### src/rtl/i2c_txn_arbiter.sv
// Round-robin arbiter that lends one memory-mapped I2C master to NREQ requesters:
// programs NBY/ADR/TDR/CFG, polls CFG for completion, fetches RDR, clears the command.
module i2c_txn_arbiter #(
  parameter int NREQ = 2,
  parameter int TO_W = 24
) (
  input  logic               clk_i,
  input  logic               rst_ni,
  input  logic [NREQ-1:0]    req_i,
  input  logic [NREQ-1:0]    req_read_i,
  input  logic [7*NREQ-1:0]  req_addr_i,
  input  logic [3*NREQ-1:0]  req_nby_i,
  input  logic [32*NREQ-1:0] req_wdata_i,
  input  logic [2*NREQ-1:0]  req_speed_i,
  output logic [NREQ-1:0]    gnt_o,
  output logic [NREQ-1:0]    done_o,
  output logic               err_o,
  output logic [31:0]        rdata_o,
  output logic               busy_o,
  output logic               m_write_o,
  output logic [3:0]         m_be_o,
  output logic [4:0]         m_addr_o,
  output logic [31:0]        m_wdata_o,
  input  logic [31:0]        m_rdata_i
);

  localparam int PW = (NREQ > 1) ? $clog2(NREQ) : 1;
  localparam logic [4:0] A_NBY = 5'd0, A_ADR = 5'd4, A_RDR = 5'd8, A_TDR = 5'd12, A_CFG = 5'd16;

  typedef enum logic [3:0] {
    S_IDLE, S_GRANT, S_WR_NBY, S_WR_ADR, S_WR_TDR, S_WR_CFG,
    S_POLL_A, S_POLL_D, S_RD_A, S_RD_D, S_CLR, S_DONE
  } state_e;

  state_e          state_q;
  logic [PW-1:0]   ptr_q;
  logic [NREQ-1:0] gnt_q, done_q;
  logic            busy_q, err_q, err_flag_q, rd_q;
  logic [6:0]      addr_q;
  logic [31:0]     wdata_q, rdata_q, m_wdata_q;
  logic [1:0]      speed_q;
  logic [TO_W-1:0] to_q;
  logic            m_write_q;
  logic [3:0]      m_be_q;
  logic [4:0]      m_addr_q;

  logic [6:0]  addr_a  [NREQ];
  logic [2:0]  nby_a   [NREQ];
  logic [31:0] wdata_a [NREQ];
  logic [1:0]  speed_a [NREQ];

  for (genvar k = 0; k < NREQ; k++) begin : g_unpack
    assign addr_a[k]  = req_addr_i[7*k +: 7];
    assign nby_a[k]   = req_nby_i[3*k +: 3];
    assign wdata_a[k] = req_wdata_i[32*k +: 32];
    assign speed_a[k] = req_speed_i[2*k +: 2];
  end

  logic          win_vld_d;
  logic [PW-1:0] win_d, cand;
  logic [2:0]    nby_sel;
  logic          poll_done;

  // Search starts one past the last winner, so ptr_q doubles as the granted index.
  always_comb begin
    win_vld_d = 1'b0;
    win_d     = ptr_q;
    cand      = ptr_q;
    for (int i = 1; i <= NREQ; i++) begin
      cand = PW'((int'(ptr_q) + i) % NREQ);
      if (!win_vld_d && req_i[cand]) begin
        win_vld_d = 1'b1;
        win_d     = cand;
      end
    end
  end

  always_comb begin
    nby_sel   = (nby_a[ptr_q] == 3'd0) ? 3'd1 : nby_a[ptr_q];
    poll_done = rd_q ? (m_rdata_i[3:2] == 2'b11) : (m_rdata_i[1:0] == 2'b11);
  end

  always_ff @(posedge clk_i or negedge rst_ni) begin
    if (!rst_ni) begin
      state_q    <= S_IDLE;
      ptr_q      <= PW'(NREQ - 1);
      gnt_q      <= '0;
      done_q     <= '0;
      busy_q     <= 1'b0;
      err_q      <= 1'b0;
      err_flag_q <= 1'b0;
      rd_q       <= 1'b0;
      addr_q     <= '0;
      wdata_q    <= '0;
      speed_q    <= '0;
      rdata_q    <= '0;
      to_q       <= '0;
      m_write_q  <= 1'b0;
      m_be_q     <= 4'h0;
      m_addr_q   <= '0;
      m_wdata_q  <= '0;
    end else begin
      m_write_q <= 1'b0;
      m_be_q    <= 4'h0;
      done_q    <= '0;
      err_q     <= 1'b0;
      case (state_q)
        S_IDLE: if (win_vld_d) begin
          gnt_q   <= NREQ'(1) << win_d;
          busy_q  <= 1'b1;
          ptr_q   <= win_d;
          state_q <= S_GRANT;
        end
        S_GRANT: begin
          rd_q       <= req_read_i[ptr_q];
          addr_q     <= addr_a[ptr_q];
          wdata_q    <= wdata_a[ptr_q];
          speed_q    <= speed_a[ptr_q];
          err_flag_q <= 1'b0;
          m_write_q  <= 1'b1;
          m_be_q     <= 4'hF;
          m_addr_q   <= A_NBY;
          m_wdata_q  <= {29'b0, nby_sel};
          state_q    <= S_WR_NBY;
        end
        S_WR_NBY: begin
          m_write_q <= 1'b1;
          m_be_q    <= 4'hF;
          m_addr_q  <= A_ADR;
          m_wdata_q <= {25'b0, addr_q};
          state_q   <= S_WR_ADR;
        end
        S_WR_ADR: begin
          m_write_q <= 1'b1;
          m_be_q    <= 4'hF;
          if (rd_q) begin
            m_addr_q  <= A_CFG;
            m_wdata_q <= {26'b0, speed_q, 4'b0100};
            state_q   <= S_WR_CFG;
          end else begin
            m_addr_q  <= A_TDR;
            m_wdata_q <= wdata_q;
            state_q   <= S_WR_TDR;
          end
        end
        S_WR_TDR: begin
          m_write_q <= 1'b1;
          m_be_q    <= 4'hF;
          m_addr_q  <= A_CFG;
          m_wdata_q <= {26'b0, speed_q, 4'b0001};
          state_q   <= S_WR_CFG;
        end
        S_WR_CFG: begin
          m_addr_q  <= A_CFG;
          m_wdata_q <= '0;
          to_q      <= '0;
          state_q   <= S_POLL_A;
        end
        S_POLL_A: begin
          if (to_q != '1) to_q <= to_q + 1'b1;
          state_q <= S_POLL_D;
        end
        S_POLL_D: begin
          if (to_q != '1) to_q <= to_q + 1'b1;
          // Completion is checked before the timeout so a late success still counts.
          if (poll_done && rd_q) begin
            m_addr_q <= A_RDR;
            state_q  <= S_RD_A;
          end else if (poll_done || to_q == '1) begin
            err_flag_q <= !poll_done;
            m_write_q  <= 1'b1;
            m_be_q     <= 4'hF;
            m_addr_q   <= A_CFG;
            m_wdata_q  <= {26'b0, speed_q, 4'b0000};
            state_q    <= S_CLR;
          end else begin
            state_q <= S_POLL_A;
          end
        end
        S_RD_A: state_q <= S_RD_D;
        S_RD_D: begin
          rdata_q   <= m_rdata_i;
          m_write_q <= 1'b1;
          m_be_q    <= 4'hF;
          m_addr_q  <= A_CFG;
          m_wdata_q <= {26'b0, speed_q, 4'b0000};
          state_q   <= S_CLR;
        end
        S_CLR: begin
          done_q  <= gnt_q;
          err_q   <= err_flag_q;
          if (err_flag_q) rdata_q <= '0;
          state_q <= S_DONE;
        end
        S_DONE: begin
          gnt_q   <= '0;
          busy_q  <= 1'b0;
          state_q <= S_IDLE;
        end
        default: state_q <= S_IDLE;
      endcase
    end
  end

  assign gnt_o     = gnt_q;
  assign done_o    = done_q;
  assign err_o     = err_q;
  assign rdata_o   = rdata_q;
  assign busy_o    = busy_q;
  assign m_write_o = m_write_q;
  assign m_be_o    = m_be_q;
  assign m_addr_o  = m_addr_q;
  assign m_wdata_o = m_wdata_q;

endmodule
### config.mk
export PLATFORM = sky130hd
export DESIGN_NAME = i2c_txn_arbiter
export DESIGN_NICKNAME = d
export VERILOG_FILES = /design/src/rtl/i2c_txn_arbiter.sv
export SDC_FILE = /design/constraint.sdc
export NUM_CORES = 1
export LEC_CHECK = 0
export ABC_AREA = 1
export CAP_MARGIN = 30
export CORE_MARGIN = 1.5
export CORE_UTILIZATION = 40
export DETAILED_ROUTE_END_ITERATION = 7
export PLACE_DENSITY = 0.69
export SLEW_MARGIN = 20
export SYNTH_ARGS = -nofsm -noshare
export SYNTH_HDL_FRONTEND = slang
export SYNTH_SLANG_ARGS = --single-unit
### constraint.sdc
create_clock -name clk_i -period 5.1 [get_ports clk_i]
set_clock_uncertainty 0.05 [all_clocks]
set_input_delay 1.02 -clock clk_i [delete_from_list [all_inputs] [get_ports clk_i]]
set_output_delay 1.02 -clock clk_i [all_outputs]
set_load 0.01 [all_outputs]
==> qor.txt <==
Max-Cap Viols: 0
status: complete, no violations
die area: 18200 um2
Switching Fraction: 37.7%
First-pass DRT Iterations: 5
Overall Power: 5.35 mW
Via density: 4.86
final hold vios: 0
Final Slew Violations: 0
Critical Path, Cell by Cell: ha_1 > nand2_1 > nor2_2 > nand2_2 > nor2_4 > nand2_4 > a21oi_2 > o21ai_0
number of fill cells: 1658
crit path max fanout: 21
main flop type after synthesis: dfrtp_1
Worst Max-Slew Pin Slew: 914 ps
all-layer global routing usage: 22.1%
largest cells by area after synthesis: dfrtp_1 (52%), nand2_1 (20%), nor2_1 (4.9%)
post-synthesis register bit count: 146
Critical Path AT: 2820 ps
sequential-to-total area share from yosys stat: 52.4%
# hold bufs at CTS: 0
detailed-route via count: 6432
wirelength, routed: 19300 um
mux cell area share after synthesis: 0%
count leader, synth: nand2_1
Setup TNS: 0 ps
startpoint types: flip-flop
largest net degree at the start of global routing: 86
Die Wd: 135 um
initial antenna violation count: 0
WS Path Type: reg -> reg
CTS tree: yes
sequential share of power: 35.6%
RD Place Congestion: 0.957
vias in the first global route: 6177
cell area power density: 549 nW/um2
Mapped Avg Cell Area: 7.75 um2
CTS resizes: 0
drc violations: 0
CP required: 5310 ps
Setup Viol. Count Final: 0
H-tree levels: 4
final net count: 1213
RSZ-0062 raised after global routing: false
Non-Filler Instances: 1323
share of the synthesized area in the top cell type: 52.0%
maximum VDD drop: 315 uV
core area: 17200 um2
clk root buf: clkbuf_16
HPWL after DPL: 13700 um
cell internal pwr: 3.33 mW
clk buf depth: 2
Post-Synth Simple-Gate Area: 32.8%
# port buffers: 203
Area Growth Syn to Fin: 39.6%
Crit-path slowest cell: a21oi_2
largest family of logic cells by synthesized area: simple AND/OR/NAND/NOR gates
Crit path largest cell delay: 740 ps
Reg2Reg Depth: 8
Crit. End Element: flip-flop
Post-synth EDFFs: 0
Post-Synth XOR/XNOR Area: 1.63%
cell accounting for the most synthesized area: dfrtp_1
CTS Buf Count: 17
highest clock rate: 383 MHz
first-pass GRT wire length: 31300 um
Die Y: 135 um
Hold/Removal Path Class: reg -> reg
Post-CTS Setup Bufs: 0
DRT antenna net count: 0
Compound-Gate Fraction of Synth Area: 6.81%
clk sinks: 146
fin crit period: 2610 ps
Leakage: 4.44 nW
std cell rows: 48
insertion delay to the later sink of the worst-skew pair: 430 ps
Cell Area, Synth: 6980 um2
DR iter-0 viols: 375
relative slew slack: 39.0%
dpl cells: 1291
yosys warns: 0
grt ovf: 0
ys async rst share: 100%
initial cell density of the core: 40.6%
Reg clk slew, reported paths: 60 ps
period utilization: 51.2%
Commonest cells post-synth: nand2_1 (381), dfrtp_1 (145), nor2_1 (91), nand3_1 (59), inv_1 (50)
clock power share: 23.3%
cells after synthesis: 900
Hold Path Depth: 2
PnR worst setup slack: 2490 ps
post-synthesis adder-cell area fraction: 0.179%
# diodes: 0
Avg WL per Cell: 14.6 um
worst slack, placed: 2320 ps
Distinct cells, synth: 35
share of cells above drive strength 1: 4.83%
combinational fraction of design power: 41.1%
switching power: 2.02 mW
Ports: 206
==> registers in the layout (all words and copies together) (netlist names) <==
register,cells
speed_q,2
rdata_o,32
to_q,24
ptr_q,1
busy_o,1
m_addr_o,3
state_q,4
addr_q,7
gnt_o,2
rd_q,1
err_o,1
m_be_o,1
wdata_q,32
err_flag_q,1
m_wdata_o,32
done_o,2
==> layout by cell type, fill, tap and decap left out, types with 2 or more instances in the layout <==
cell,n
nand2_1,381
nand4_1,13
conb_1,2
a22o_1,2
nand2_4,2
o21ai_0,15
dfrtp_1,145
inv_1,50
o21ai_1,9
nand3_1,59
nor2_1,90
clkbuf_8,4
nor3_1,6
buf_4,5
nor2_4,3
o22ai_1,2
nor2_2,4
xor2_1,11
bufinv_16,2
a31oi_1,42
nand2_2,3
xnor2_1,2
clkdlybuf4s50_1,202
clkbuf_1,2
clkbuf_16,18
a21oi_1,6
clkinvlp_4,5
==> cell families (layout without fill, tap and decap cells) <==
group,after synthesis,count (layout)
simple gates,563,563
fa+ha+maj,1,1
other cells,1,2
flops,146,146
compound gates,80,80
buf+inv,96,293
xor+xnor,13,13
==> worst max-delay path, delay by kind of cell (launching register included) <==
family / cells / cell delay (ps)
fa+ha+maj: 1 / 340
compound gates: 2 / 950
flops: 1 / 480
simple gates: 5 / 600
==> layout make-up <==
type	instances	area, um2	share of cell area [%]
clock inverter	8	103	1.05
clock buffer	23	488	5.01
timing repair buffer	210	2110	21.7
multi-input combinational	659	2910	29.9
inverter	52	195	2.00
sequential	146	3650	37.5
tap	225	282	2.89
==> power groups by stage <==
stage	Sequential (mW)	Clock (mW)	Combinational, mW
floorplan	1.96	0	1.25
global placement	1.92	0	2.19
detailed placement	1.92	0	2.23
CTS	1.91	1.27	2.23
global route	1.96	1.32	2.47
finish	1.90	1.25	2.20
==> final timing paths <==
kind                             start       endpoint  slack [ps]
max in group asynchronous       rst_ni     rdata_o[7]        3460
max reg2reg                    to_q[0]       to_q[17]        2490
min reg2reg                wdata_q[17]  m_wdata_o[17]         410
min                        wdata_q[17]  m_wdata_o[17]         410
max                            to_q[0]       to_q[17]        2490
min in group asynchronous       rst_ni    wdata_q[22]         530
==> layer usage <==
layer	wire length, um	global-route usage (%)	vias to the layer above
li1	-	-	3239
met1	8050	27.6	2907
met2	8880	34.9	258
met3	1970	8.75	28
met4	383	8.00	0
met5	0	0	-
==> metrics by stage <==
stage,instance area (um2),util [%],hold WS [ps]
2_1_floorplan,6980,-,400
3_3_place_gp,9110,53.0,406
6_report,9740,56.7,414
4_1_cts,9720,56.6,423
3_5_place_dp,9130,53.1,412
5_1_grt,9740,56.7,433
(Power assumes the default switching activity.)
